## config.mk

```make
export PLATFORM = sky130hd
export DESIGN_NAME = gcd_controller
export DESIGN_NICKNAME = d
export VERILOG_FILES = /design/src/rtl/gcd_controller_pkg.sv /design/src/rtl/gcd_controller_iter_cnt.sv /design/src/rtl/gcd_controller.sv
export SDC_FILE = /design/constraint.sdc
export NUM_CORES = 1
export LEC_CHECK = 0
export BUFFER_PORTS_ARGS = -buffer_cell sky130_fd_sc_hd__buf_2
export CORE_MARGIN = 4
export CORE_UTILIZATION = 52
export DETAILED_ROUTE_END_ITERATION = 10
export GPL_TIMING_DRIVEN = 0
export PLACE_DENSITY = 0.87
export SYNTH_ARGS = -nofsm -noshare
export SYNTH_HDL_FRONTEND = slang
export SYNTH_SLANG_ARGS = --single-unit
```

## constraint.sdc

```tcl
create_clock -name clk_i -period 3.3 [get_ports clk_i]
set_input_delay 0.33 -clock clk_i [delete_from_list [all_inputs] [get_ports clk_i]]
set_output_delay 0.33 -clock clk_i [all_outputs]
set_load 0.05 [all_outputs]
```

## src/rtl/gcd_controller_pkg.sv

```systemverilog
// Shared definitions for the subtractive GCD controller: state encoding and
// datapath mux/subtractor select constants.
package gcd_controller_pkg;

  typedef enum logic [2:0] {
    ST_IDLE = 3'd0,
    ST_CMP  = 3'd1,
    ST_SUBX = 3'd2,
    ST_SUBY = 3'd3,
    ST_OUT  = 3'd4,
    ST_ERR  = 3'd5,
    ST_DONE = 3'd6
  } state_e;

  localparam logic SEL_EXT = 1'b0;
  localparam logic SEL_SUB = 1'b1;
  localparam logic SUB_XY  = 1'b0;
  localparam logic SUB_YX  = 1'b1;

endpackage

```

## src/rtl/gcd_controller_iter_cnt.sv

```systemverilog
// Subtraction counter for the GCD controller: clears on a new run, counts
// subtraction steps and saturates at MAX_ITER so the watchdog sees a stable limit.
module gcd_controller_iter_cnt #(
  parameter int ITER_BITS = 5,
  parameter int MAX_ITER  = 16
) (
  input  logic                 clk_i,
  input  logic                 rst_i,
  input  logic                 clear_i,
  input  logic                 inc_i,
  output logic [ITER_BITS-1:0] count_o,
  output logic                 at_max_o
);

  localparam logic [ITER_BITS-1:0] MaxVal = ITER_BITS'(MAX_ITER);

  logic [ITER_BITS-1:0] count_q, count_d;

  always_comb begin
    count_d = count_q;
    if (clear_i) begin
      count_d = '0;
    end else if (inc_i && (count_q != MaxVal)) begin
      count_d = count_q + ITER_BITS'(1);
    end
  end

  always_ff @(posedge clk_i or posedge rst_i) begin
    if (rst_i) begin
      count_q <= '0;
    end else begin
      count_q <= count_d;
    end
  end

  assign count_o  = count_q;
  assign at_max_o = (count_q == MaxVal);

endmodule

```

## src/rtl/gcd_controller.sv

```systemverilog
// Control FSM for the subtractive GCD datapath: loads operands, steps
// compare/subtract from the status flags, strobes the result and holds done until ack.
module gcd_controller
  import gcd_controller_pkg::*;
#(
  parameter int ITER_BITS = 5,
  parameter int MAX_ITER  = 16
) (
  input  logic                 clk_i,
  input  logic                 rst_i,
  input  logic                 start_i,
  output logic                 ready_o,
  input  logic                 ack_i,
  output logic                 done_o,
  output logic                 err_o,
  output logic [ITER_BITS-1:0] iter_o,
  input  logic                 xbig_i,
  input  logic                 ybig_i,
  input  logic                 eq_i,
  output logic                 sx_o,
  output logic                 sy_o,
  output logic                 ssub_o,
  output logic                 enx_o,
  output logic                 eny_o,
  output logic                 enobeb_o
);

  state_e state_q, state_d;
  logic   errFlag_q, errFlag_d;
  logic   ready_q, done_q, err_q, ssub_q, sx_q, sy_q, enx_q, eny_q, enobeb_q;
  logic   accept, atMax, iterInc;

  assign accept  = start_i & ready_q;
  assign iterInc = (state_q == ST_SUBX) || (state_q == ST_SUBY);

  gcd_controller_iter_cnt #(
    .ITER_BITS(ITER_BITS),
    .MAX_ITER (MAX_ITER)
  ) u_iter_cnt (
    .clk_i   (clk_i),
    .rst_i   (rst_i),
    .clear_i (accept),
    .inc_i   (iterInc),
    .count_o (iter_o),
    .at_max_o(atMax)
  );

  // The watchdog limit outranks eq so a run can never exceed MAX_ITER steps.
  always_comb begin
    state_d = state_q;
    case (state_q)
      ST_IDLE: if (accept) state_d = ST_CMP;
      ST_CMP: begin
        if (atMax)       state_d = ST_ERR;
        else if (eq_i)   state_d = ST_OUT;
        else if (xbig_i) state_d = ST_SUBX;
        else if (ybig_i) state_d = ST_SUBY;
        else             state_d = ST_ERR;
      end
      ST_SUBX: state_d = ST_CMP;
      ST_SUBY: state_d = ST_CMP;
      ST_OUT:  state_d = ST_DONE;
      ST_ERR:  state_d = ST_DONE;
      ST_DONE: if (ack_i) state_d = ST_IDLE;
      default: state_d = ST_IDLE;
    endcase
  end

  always_comb begin
    errFlag_d = errFlag_q;
    if (accept) begin
      errFlag_d = 1'b0;
    end else if (state_q == ST_ERR) begin
      errFlag_d = 1'b1;
    end
  end

  // Outputs are registered from the next state so they line up with state_q.
  always_ff @(posedge clk_i or posedge rst_i) begin
    if (rst_i) begin
      state_q   <= ST_IDLE;
      errFlag_q <= 1'b0;
      ready_q   <= 1'b1;
      done_q    <= 1'b0;
      err_q     <= 1'b0;
      ssub_q    <= SUB_XY;
      sx_q      <= SEL_EXT;
      sy_q      <= SEL_EXT;
      enx_q     <= 1'b0;
      eny_q     <= 1'b0;
      enobeb_q  <= 1'b0;
    end else begin
      state_q   <= state_d;
      errFlag_q <= errFlag_d;
      ready_q   <= (state_d == ST_IDLE);
      done_q    <= (state_d == ST_DONE);
      err_q     <= (state_d == ST_DONE) && errFlag_d;
      ssub_q    <= (state_d == ST_SUBY) ? SUB_YX : SUB_XY;
      sx_q      <= (state_d == ST_SUBX) ? SEL_SUB : SEL_EXT;
      sy_q      <= (state_d == ST_SUBY) ? SEL_SUB : SEL_EXT;
      enx_q     <= (state_d == ST_SUBX);
      eny_q     <= (state_d == ST_SUBY);
      enobeb_q  <= (state_d == ST_OUT);
    end
  end

  // Operand loads happen on the accept edge itself, so they bypass the registers.
  assign ready_o  = ready_q;
  assign done_o   = done_q;
  assign err_o    = err_q;
  assign ssub_o   = ssub_q;
  assign sx_o     = sx_q;
  assign sy_o     = sy_q;
  assign enx_o    = enx_q | accept;
  assign eny_o    = eny_q | accept;
  assign enobeb_o = enobeb_q;

endmodule
```

After elaboration in Yosys (flattened, before gate mapping)
Index checks and enable logic that the tools add are counted.
W data, S select, Z words.
Word-level totals
  register bits after elaboration: 17
  bits of input ports: 7
  output and inout port bits: 14
  word-level logic and storage cells: 48
Operators by class
  add/subtract/negate cells: 1
  equal/unequal tests: 12
  muxes and demuxes: 13
  bitwise logic cells: 3
  reduce and logical (&&, ||, !) cells: 8
Operators by type and width (number)
  $mux W3: 6
  $eq A3 B3 Y1 const B: 5
  $pmux W3 S5: 1
  $eq A3 B2 Y1 const B: 4
  $mux W5: 2
  $logic_not A3 Y1: 2
  $add A5 B1 Y5 const B: 1
  $eq A5 B5 Y1 const B: 1
  $ne A5 B5 Y1 const B: 1
  $mux W1: 4
  $reduce_or A2 Y1: 2
  $eq A3 B1 Y1 const B: 1
  $logic_and A1 B1 Y1: 2
  $or A1 B1 Y1: 2
  $reduce_bool A2 Y1: 1
  $and A1 B1 Y1: 1
  $logic_or A1 B1 Y1: 1

Logic depth before layout (Yosys ltp)
  depth in word-level cells: 7
  gate-level depth with buffers: 5
  mapped depth without buffers: 5

By module
Synthesis repeated with hierarchy kept, for this count alone.
Second synthesis, totals
  cell total of the unflattened synthesis: 66
  area total of the unflattened synthesis: 698.2 um2
Modules (own cells, without submodules)
  gcd_controller: instances 1, cells each 38, area each 414.1 um2, seq. area each 251.5 um2
  gcd_controller_iter_cnt: instances 1, cells each 28, area each 284.0 um2, seq. area each 125.1 um2

Least setup slack after synthesis
Ideal clock, no wire load.
  path type: register to register
  start point: register u_iter_cnt.count_q[0], in the netlist u_iter_cnt.count_o[0]
  end point: register u_iter_cnt.count_q[2], in the netlist u_iter_cnt.count_o[2]
  setup time: 66 ps
  arrival time: 1594 ps
  data required time: 3234 ps
  path slack: 1641 ps
  stages on the path, launching flop included: 6
  buffers on the path: 0
  clock period less this slack: 1659 ps
  cells stage by stage: dfrtp_1 inv_1 ha_1 and4bb_2 nor4_1 a31o_2
On the way
  cells in the longest elaborated chain, start to end: 3
  elaborated cells between the ends (all ways): 6
  classes of those cells: add/sub: 1; eq/ne: 1; mux: 2; reduce/logical: 2
Ends and longest elaborated chain
  start, declared: RTL line gcd_controller_iter_cnt.sv:17  | logic [ITER_BITS-1:0] count_q, count_d;
  start signal, assigned: RTL line gcd_controller_iter_cnt.sv:32  | count_q <= count_d;
  $add A5 B1 Y5 / $ne A5 B5 Y1 (equally long branches): RTL line gcd_controller_iter_cnt.sv:24, gcd_controller_iter_cnt.sv:23
  $mux W5 / $logic_and A1 B1 Y1 (equally long branches): RTL line gcd_controller_iter_cnt.sv:23  | end else if (inc_i && (count_q != MaxVal)) begin
  $mux W5 / $reduce_bool A2 Y1 (equally long branches)
Several ways; a longest one is shown, not always the timed one. The select of a mux whose other input is x is not followed.
A chain may end at the register's enable or synchronous reset.

Worst setup path in the final report
  start point: register ready_q, in the netlist ready_o
  end point: output port eny_o
On the way
  cells in the longest elaborated chain, start to end: 2
Ends and longest elaborated chain
  start, declared: RTL line gcd_controller.sv:30  | logic ready_q, done_q, err_q, ssub_q, sx_q, sy_q, enx_q, eny_q, enobeb_q;
  start signal, assigned: RTL line gcd_controller.sv:95  | ready_q <= (state_d == ST_IDLE);
  $and A1 B1 Y1: RTL line gcd_controller.sv:33  | assign accept = start_i & ready_q;
  $or A1 B1 Y1: RTL line gcd_controller.sv:115  | assign eny_o = eny_q | accept;
  end, declared: RTL line gcd_controller.sv:24  | output logic eny_o,
Every way passes these cells.

==> results.cfg <==
[detailed_routing]
via_per_inst = 5.564
wl_met1_um = 653
drc = 0
drt_first_pass_iters = 5
drt_iter0_drc = 11
route.met2.wl_um = 807
routed_wl_um = 1569
wl_met3_um = 86
detail-route-antenna-nets = 0
routedWlPerCell_um = 14.26
top_layer_used = met4
dr_total_vias = 612

[power]
p_per_area_nw_per_um2 = 898.7
peakVddDrop_mv = 0.5087
p_leak_nw = 0.4521
power.share.sequential_pct = 36.6
switching_share_pct = 48.90
pwr-share-comb_pct = 49.7
p_int_mw = 0.3959
p_sw_mw = 0.3788
clockPowerShare_pct = 13.7

[timing]
slew_headroom_pct = 62.48
post-route-period-util_pct = 49.06
setup_viol = 0
worst_clock_skew_ns = 0.002991
hold_viol = 0
worst_slew_pin_slew_ns = 0.5621
fmax_mhz = 617.7
rsz0062_at_grt = false
setup_tns_ns = 0
fin_crit_ns = 1.619
slew_viol_final = 0

[synth]
netlist_instances = 71
ys_seq_elements = 15
syn_area_um2 = 715.7
ys_types = 31
synth_fp_nets = 80
ys_async_sr_fraction_pct = 100.0
yosysSeqAreaShare_pct = 52.62
ys.flop_type = dfrtp_1
ys_warn_count = 0
avgSynthCellArea_um2 = 10.08
synth-edff-count = 0

[cells_and_area]
final_cell_mix = 21 x buf_2, 14 x dfrtp_1, 6 x o21ai_0, 6 x a21oi_1
nNetsFinal = 105
final_common_cell = buf_2
post-route-util_pct = 66.25
drive_gt1_share_pct = 31.58
fin_area_um2 = 862.1
stdcell_count = 110
num_antenna_cells = 0
area_growth_syn_to_layout_pct = 20.45

[global_routing]
antenna_found_initial = 0
grt_pass1_vias = 577
grt_pass1_wl_um = 2546
grt_overflow = 0
grt_max_degree = 16
grtUsageTotal_pct = 17.99

[cts]
cts_hold_buffers = 0
cts_buffer_depth = 2
clk_pin_slew_ns = 0.09
cts_tree = done
cts.repair.resized = 0
numCtsBuffers = 3
clock_latency_ns = 0.29
root_buffer = clkbuf_4
h-tree-depth = 1
postCtsSetupBuffers = 0
cts.sinks = 15

[floorplanning]
dieArea_um2 = 2034
fp.dieH_um = 45.10
start_util_pct = 55.00
ios = 21
rows = 13
placeableCoreArea_um2 = 1301
die_w_um = 45.10

[critical_path]
path_max_fanout = 4
cp-end-kind = output pin
crit_family = flip-flops
crit_chain = nand2_1 > nand2b_1 > buf_2
path_buf_inv = 1
crit_slowest_cell = dfstp_2
critical_path_class = register to output pin
arrival_ns = 1.29
start_kind = register
slowest_delay_ns = 0.54
crit_required_ns = 2.97

[placement]
dp.cells = 106
place.gp.congestion = 0.8188
dp_hpwl_um = 1121
portBuffers = 20
placed_area_um2 = 834.6

[worst_hold_path]
hold_path.class = primary input to async pin

[status]
status = finished, final reports clean

[flow_run]
maxCapViolations = 0
## Yosys cell counts (all sizes together), types with 2 or more instances
library cell / instances / area share, %
dfrtp: 14 / 49
a21oi: 6 / 4.2
o21ai: 6 / 4.2
inv: 5 / 2.6
nand2: 5 / 2.6
nor2: 5 / 2.6
buf: 2 / 1.7
ha: 2 / 3.5
nand2b: 2 / 1.7
nand3: 2 / 1.4
nand3b: 2 / 2.6
nor4: 2 / 1.7
or3: 2 / 1.7
## kinds of logic after synthesis
logic type               count (synthesis)  synth area share [%]
AND/OR/NAND/NOR                         29                 24.65
AO/OA/AOI/OAI                           16                 12.94
flip-flops                              15                 52.62
buffers and inverters                    8                 4.895
adder cells (fa/ha/maj)                  2                 3.496
multiplexers                             1                 1.399
## registers in the layout, summed over array words and instances (netlist names)
register	cells
eny_q	1
enobeb_o	1
enx_q	1
errFlag_q	1
u_iter_cnt.count_o	5
ready_o	1
done_o	1
state_q	3
err_o	1
## metal layers
metal	GRT usage, %	up-vias
met5	0	-
met2	29.10	23
met3	3.586	4
met4	8.772	0
met1	22.82	291
li1	-	294
## layout make-up
| cell class | instances | area, um^2 |
|---|---|---|
| Inverter | 5 | 18.77 |
| Sequential cell | 15 | 376.6 |
| Tap cell | 15 | 18.77 |
| Timing Repair Buffer | 20 | 100.1 |
| Clock buffer | 3 | 22.52 |
| Fill cell | 108 | 439.2 |
| Buffer | 3 | 16.27 |
| Multi-Input combinational cell | 48 | 304.0 |
| Clock inverter | 1 | 5.005 |
## worst paths after layout
check,startpoint,endpoint,slack [ns],depth (start not counted)
max in group asynchronous,rst_i,ready_o,2.85,2
max reg2reg,u_iter_cnt.count_o[0],enx_q,1.82,5
min,rst_i,enx_q,0.08,2
max,ready_o,eny_o,1.68,3
min in group clk_i,eq_i,eny_q,0.26,2
min reg2reg,errFlag_q,errFlag_q,0.51,2
## power groups by stage
stage | clock network, mW | registers [mW] | logic [mW]
finish | 0.106 | 0.284 | 0.385
global route | 0.118 | 0.291 | 0.418
CTS | 0.108 | 0.283 | 0.388
detailed placement | 0 | 0.287 | 0.386
global placement | 0 | 0.284 | 0.376
floorplan | 0 | 0.396 | 0.189
## through the flow
stage	hold WS, ns	total power, mW	setup WS, ns
after global placement	0.3960	0.6607	1.933
after detailed placement	0.4089	0.6731	1.883
after global routing	0.1158	0.8274	1.602
after CTS	0.09558	0.7793	1.663
final	0.07759	0.7748	1.681
after floorplan	0.2308	0.5851	1.641
No activity file was read; power rests on OpenSTA's default activity.
